### src/rtl/vga_scan_timing_if.sv
// vga_scan_timing_if: raster timing outputs produced by vga_scan_timing.
// The frameCount signal exists only when VGA_SCAN_TIMING_FRAMECNT_EN is defined.
interface vga_scan_timing_if;
    logic        pixEn;
    logic [8:0]  curRow;
    logic [9:0]  curCol;
    logic        active;
    logic        hsync;
    logic        vsync;
    logic        lineStart;
    logic        frameStart;
`ifdef VGA_SCAN_TIMING_FRAMECNT_EN
    logic [15:0] frameCount;

    modport master (
        output pixEn, curRow, curCol, active, hsync, vsync,
               lineStart, frameStart, frameCount
    );
    modport slave (
        input  pixEn, curRow, curCol, active, hsync, vsync,
               lineStart, frameStart, frameCount
    );
`else
    modport master (
        output pixEn, curRow, curCol, active, hsync, vsync,
               lineStart, frameStart
    );
    modport slave (
        input  pixEn, curRow, curCol, active, hsync, vsync,
               lineStart, frameStart
    );
`endif
endinterface

### src/rtl/vga_scan_timing.sv
// vga_scan_timing: pixel-rate divider plus horizontal/vertical raster counters
// driving registered coordinates, sync and blanking for the VGA text path.
// Optional frame counter output enabled by defining VGA_SCAN_TIMING_FRAMECNT_EN.
module vga_scan_timing #(
    parameter int unsigned CLK_DIV  = 2,
    parameter int unsigned H_ACTIVE = 640,
    parameter int unsigned H_FP     = 16,
    parameter int unsigned H_SYNC   = 96,
    parameter int unsigned H_BP     = 48,
    parameter int unsigned V_ACTIVE = 480,
    parameter int unsigned V_FP     = 10,
    parameter int unsigned V_SYNC   = 2,
    parameter int unsigned V_BP     = 33
) (
    input  logic              clk,
    input  logic              reset,
    vga_scan_timing_if.master bus
);
    localparam int unsigned H_TOTAL = H_ACTIVE + H_FP + H_SYNC + H_BP;
    localparam int unsigned V_TOTAL = V_ACTIVE + V_FP + V_SYNC + V_BP;
    localparam int unsigned DIV_W   = (CLK_DIV > 1) ? $clog2(CLK_DIV) : 1;

    localparam logic [DIV_W-1:0] DIV_LAST = DIV_W'(CLK_DIV - 1);
    localparam logic [9:0] H_LAST     = 10'(H_TOTAL - 1);
    localparam logic [9:0] V_LAST     = 10'(V_TOTAL - 1);
    localparam logic [9:0] H_ACT      = 10'(H_ACTIVE);
    localparam logic [9:0] V_ACT      = 10'(V_ACTIVE);
    localparam logic [9:0] H_SYNC_BEG = 10'(H_ACTIVE + H_FP);
    localparam logic [9:0] H_SYNC_END = 10'(H_ACTIVE + H_FP + H_SYNC);
    localparam logic [9:0] V_SYNC_BEG = 10'(V_ACTIVE + V_FP);
    localparam logic [9:0] V_SYNC_END = 10'(V_ACTIVE + V_FP + V_SYNC);

    logic [DIV_W-1:0] r_div;
    logic [9:0]       r_hcnt;
    logic [9:0]       r_vcnt;
    logic             r_pixEn;
    logic [8:0]       r_curRow;
    logic [9:0]       r_curCol;
    logic             r_active;
    logic             r_hsync;
    logic             r_vsync;
    logic             r_lineStart;
    logic             r_frameStart;

    logic [DIV_W-1:0] w_div_next;
    logic             w_tick;
    logic [9:0]       w_hcnt_next;
    logic [9:0]       w_vcnt_next;
    logic             w_active;
    logic             w_hsync;
    logic             w_vsync;
    logic             w_line;
    logic             w_frame;

    // Next divider/counter values and the output decode of the advanced position.
    // The tick is taken from the next divider value so pixEn, the counters and
    // every decoded output all change on the same edge.
    always_comb begin
        w_div_next  = (r_div == DIV_LAST) ? '0 : r_div + 1'b1;
        w_tick      = (w_div_next == DIV_LAST);
        w_hcnt_next = r_hcnt + 10'd1;
        w_vcnt_next = r_vcnt;
        if (r_hcnt == H_LAST) begin
            w_hcnt_next = '0;
            w_vcnt_next = (r_vcnt == V_LAST) ? '0 : r_vcnt + 10'd1;
        end
        w_active = (w_hcnt_next < H_ACT) && (w_vcnt_next < V_ACT);
        w_hsync  = !((w_hcnt_next >= H_SYNC_BEG) && (w_hcnt_next < H_SYNC_END));
        w_vsync  = !((w_vcnt_next >= V_SYNC_BEG) && (w_vcnt_next < V_SYNC_END));
        w_line   = (w_hcnt_next == '0);
        w_frame  = w_line && (w_vcnt_next == '0);
    end

    // Divider, raster counters and registered outputs; outputs hold between
    // ticks except the start pulses, which last a single clk.
    always_ff @(posedge clk) begin
        if (reset) begin
            r_div        <= '0;
            r_hcnt       <= H_LAST;
            r_vcnt       <= V_LAST;
            r_pixEn      <= 1'b0;
            r_curRow     <= '0;
            r_curCol     <= '0;
            r_active     <= 1'b0;
            r_hsync      <= 1'b1;
            r_vsync      <= 1'b1;
            r_lineStart  <= 1'b0;
            r_frameStart <= 1'b0;
        end else begin
            r_div   <= w_div_next;
            r_pixEn <= w_tick;
            if (w_tick) begin
                r_hcnt       <= w_hcnt_next;
                r_vcnt       <= w_vcnt_next;
                r_active     <= w_active;
                r_hsync      <= w_hsync;
                r_vsync      <= w_vsync;
                r_curCol     <= w_active ? w_hcnt_next : '0;
                r_curRow     <= w_active ? w_vcnt_next[8:0] : '0;
                r_lineStart  <= w_line;
                r_frameStart <= w_frame;
            end else begin
                r_lineStart  <= 1'b0;
                r_frameStart <= 1'b0;
            end
        end
    end

    assign bus.pixEn      = r_pixEn;
    assign bus.curRow     = r_curRow;
    assign bus.curCol     = r_curCol;
    assign bus.active     = r_active;
    assign bus.hsync      = r_hsync;
    assign bus.vsync      = r_vsync;
    assign bus.lineStart  = r_lineStart;
    assign bus.frameStart = r_frameStart;

`ifdef VGA_SCAN_TIMING_FRAMECNT_EN
    logic [15:0] r_frameCount;

    // Frame counter advancing on every frameStart tick, wrapping naturally.
    always_ff @(posedge clk) begin
        if (reset) begin
            r_frameCount <= '0;
        end else if (w_tick && w_frame) begin
            r_frameCount <= r_frameCount + 16'd1;
        end
    end

    assign bus.frameCount = r_frameCount;
`endif
endmodule
### src/flat_wrapper.sv
// flat-port wrapper written by rule: the top's interface ports become plain ports
module vga_scan_timing_flat 
#(
    parameter int unsigned CLK_DIV  = 2,
    parameter int unsigned H_ACTIVE = 640,
    parameter int unsigned H_FP     = 16,
    parameter int unsigned H_SYNC   = 96,
    parameter int unsigned H_BP     = 48,
    parameter int unsigned V_ACTIVE = 480,
    parameter int unsigned V_FP     = 10,
    parameter int unsigned V_SYNC   = 2,
    parameter int unsigned V_BP     = 33
)
  (clk, reset, bus_pixEn, bus_curRow, bus_curCol, bus_active, bus_hsync, bus_vsync, bus_lineStart, bus_frameStart);
  vga_scan_timing_if bus_i ();
  input  logic clk;
  input  logic reset;
  output wire logic [$bits(bus_i.pixEn)-1:0] bus_pixEn;
  output wire logic [$bits(bus_i.curRow)-1:0] bus_curRow;
  output wire logic [$bits(bus_i.curCol)-1:0] bus_curCol;
  output wire logic [$bits(bus_i.active)-1:0] bus_active;
  output wire logic [$bits(bus_i.hsync)-1:0] bus_hsync;
  output wire logic [$bits(bus_i.vsync)-1:0] bus_vsync;
  output wire logic [$bits(bus_i.lineStart)-1:0] bus_lineStart;
  output wire logic [$bits(bus_i.frameStart)-1:0] bus_frameStart;
  assign bus_pixEn = bus_i.pixEn;
  assign bus_curRow = bus_i.curRow;
  assign bus_curCol = bus_i.curCol;
  assign bus_active = bus_i.active;
  assign bus_hsync = bus_i.hsync;
  assign bus_vsync = bus_i.vsync;
  assign bus_lineStart = bus_i.lineStart;
  assign bus_frameStart = bus_i.frameStart;
  vga_scan_timing #(.CLK_DIV(CLK_DIV), .H_ACTIVE(H_ACTIVE), .H_FP(H_FP), .H_SYNC(H_SYNC), .H_BP(H_BP), .V_ACTIVE(V_ACTIVE), .V_FP(V_FP), .V_SYNC(V_SYNC), .V_BP(V_BP)) u_core (.clk(clk), .reset(reset), .bus(bus_i));
endmodule
### config.mk
export PLATFORM = sky130hd
export DESIGN_NAME = vga_scan_timing_flat
export DESIGN_NICKNAME = d
export VERILOG_FILES = /design/src/rtl/vga_scan_timing_if.sv /design/src/rtl/vga_scan_timing.sv /design/src/flat_wrapper.sv
export SDC_FILE = /design/constraint.sdc
export NUM_CORES = 1
export LEC_CHECK = 0
export BUFFER_PORTS_ARGS = -buffer_cell sky130_fd_sc_hd__buf_2
export CORE_MARGIN = 5
export CORE_UTILIZATION = 30
export DETAILED_ROUTE_END_ITERATION = 16
export GPL_TIMING_DRIVEN = 0
export SLEW_MARGIN = 25
export SYNTH_ARGS = -nofsm -noshare
export SYNTH_HDL_FRONTEND = slang
export SYNTH_SLANG_ARGS = --single-unit
### constraint.sdc
create_clock -name clk -period 4.8 [get_ports clk]
set_input_delay 0.48 -clock clk [delete_from_list [all_inputs] [get_ports clk]]
set_output_delay 0.48 -clock clk [all_outputs]
set_load 0.02 [all_outputs]
==> impl_metrics.yaml <==
route:
  ant_nets: 0
  drt-total-wl_mm: 6.132
  dr.pass1.iters: 7
  drc: 0
  drt_iter0_drc: 75
  wl_per_cell_um: 14.19
  vias_per_cell: 4.988
  num_vias: 2155
clock_tree:
  root_buffer: "clkbuf_8"
  post_cts_buffers: 0
  cts_made_buffers: 5
  ctsResizeCount: 0
  postCtsHoldBufs: 0
  cts_max_level: 2
  cts_tree: "built"
  clock_sinks: 45
  clock_tree.buffer_depth: 2
  clk_pin_slew_ps: 80
  clkLatencyLatePin_ps: 290
synth:
  yosys_most_used_dff: "dfxtp_1"
  yosys.area_share.simple: 0.2849
  synth_area_leader_cell: "dfxtp_1"
  async_reset_ff_frac: 0
  synth_compound_area_frac: 0.1698
  ys_ff_latch: 45
  synth_edf_count: 0
  syn_nets: 300
  synth_top_area_frac: 0.3618
  synthTopCellsByCount: "dfxtp_1, nand2_1, nor2_1"
  synth_area_mm2: 0.002490
  ys_seq_area_frac: 0.3618
  synthAdderAreaFrac: 0.01508
  yosysUniqueCellTypes: 64
  muxShareOfSynthArea: 0.02060
  synth.area.top_cells: "dfxtp_1, nand2_1, xnor2_1"
  synth_top_family_by_area: "simple AND/OR/NAND/NOR gates"
  syn_area_per_cell_um2: 8.440
  ys_warn_count: 0
  synth-xor-area-share: 0.06683
  yosysMostFrequentCell: "dfxtp_1"
  syn-instance-count: 295
job:
  maxCapViolations: 0
power:
  ir_drop_mv: 0.1057
  powerDensity_mw_per_mm2: 359.9
  leakage_nw: 1.134
place:
  place_ws_ps: 2074
  io_buffers: 26
  hpwl_mm: 4.735
  gp_congestion: 0.8861
timing:
  rsz0062_at_grt: "no"
  setup_ws_ps: 2019
  finalCriticalPeriod_ps: 2781
  setup_violations: 0
  setup_tns_ps: 0
  fmax_ghz: 0.3596
  slew_headroom: 0.5478
  final_hold_viol_count: 0
  fin_skew_ps: 8.451
  period_share: 0.5794
  worst_slew_pin_slew_ps: 675.7
  slew_violations: 0
worst_setup_path:
  crit_slowest_cell: "clkbuf_1"
  cp-end-kind: "flop"
  worst_ep_arrival_time_ps: 3000
  cpPeakStageDelay_ps: 470
  crit_path_max_fanout: 10
  crit_path_cell_trace: "ha_1 -> nand4_4 -> nor3_2 -> clkbuf_1 -> o21ai_0 -> o2bb2ai_1 -> and4b_1 -> a22oi_1"
  cp-start-kind: "flop"
  cp.required_ps: 5020
  crit_type: "flop to flop"
finish:
  drive_above_1_share: 0.2049
  nets: 333
  ff_latch_area_um2: 900.9
  diodes: 0
  area_growth_pct: 13.47
  multi_input_area_mm2: 0.001388
  fillCellCount: 824
global_routing:
  grt_max_degree: 13
  grt_pass1_wl_mm: 10.52
  groute.usage.overall: 0.1275
  grt_pass1_vias: 2091
  antenna_found_initial: 0
  gr-total-overflow: 0
floorplanning:
  row_count: 33
  die-width_um: 101.1
  initial_utilization: 0.3061
  dieArea_mm2: 0.01022
  io_pins: 27
  die_h_um: 101.1
  coreArea_mm2: 0.008134
outcome:
  outcome: "finished, final reports clean"
min_path:
  hp-class: "flop to flop"
## logic make-up after synthesis
| family | Yosys count |
|---|---|
| and+or+nand+nor | 124 |
| AOI/OAI and AO/OA | 64 |
| DFF | 45 |
| buffers and inverters | 35 |
| xor gates and xnor gates | 19 |
| muxes | 5 |
| adders and majority gates | 3 |
## layout make-up
class,instances,area share
clock buffers,5,0.02436
plain buffers,23,0.05536
inverters,12,0.01594
well taps,105,0.04650
repair buffers,26,0.04606
flip-flops and latches,45,0.3189
multi-input cells,215,0.4911
clock inverters,1,0.001771
## placed cells by master, fill, tap and decap left out, drive strengths merged, types with 12 or more instances in the layout
master	instances
nand2	32
buf	38
dfxtp	45
nor2	23
a21oi	14
xnor2	12
inv	12
o21ai	28
clkbuf	14
nand3	12
## critical path: cells and delay by family (launching register included)
family | cells | cell delay [ps]
simple gates | 3 | 800
compound gates | 3 | 560
buf+inv | 1 | 470
flops | 1 | 450
fa+ha+maj | 1 | 420
## state kept, by name, indices dropped and copies added (netlist names)
name	flops
u_core.bus.frameStart	1
u_core.bus.curCol	10
u_core.bus.vsync	1
u_core.r_vcnt	10
u_core.bus.lineStart	1
u_core.bus.active	1
u_core.r_div	1
u_core.bus.hsync	1
u_core.r_hcnt	10
u_core.bus.curRow	9
## final timing paths
check,start,to,slack [ps],cells after the start
max,u_core.r_hcnt[0],u_core.bus.vsync,2020,8
min,u_core.bus.active,u_core.bus.active,440,2
max reg2reg,u_core.r_hcnt[0],u_core.bus.vsync,2020,8
min reg2reg,u_core.bus.active,u_core.bus.active,440,2
## power breakdown
| part | internal (mW) | switching [mW] | total, mW |
|---|---|---|---|
| Sequential | 0.402 | 0.0195 | 0.421 |
| Clock | 0.0961 | 0.124 | 0.220 |
| Combinational | 0.143 | 0.232 | 0.375 |
## metal layers
metal | vias to the layer above | global-route usage | part of all wire
met2 | 50 | 0.2183 | 0.48
li1 | 1096 | - | -
met5 | - | 0 | 0
met3 | 4 | 0.02007 | 0.049
met4 | 0 | 0.03374 | 0.0091
met1 | 1005 | 0.1663 | 0.47
## per-stage QoR
step                hold slack [ps]  utilization  instance area [um^2]  power [mW]  cells
global placement              428.3       0.3383                  2751      0.8005    426
detailed placement            437.8       0.3383                  2751      0.8041    426
CTS                           450.1       0.3473                  2825       1.027    432
finish                        442.1       0.3473                  2825       1.017    432
floorplan                     483.2            -                  2490      0.7142    295
global route                  476.8       0.3473                  2825       1.084    432
Note: power is estimated with default switching activity, not from simulation.
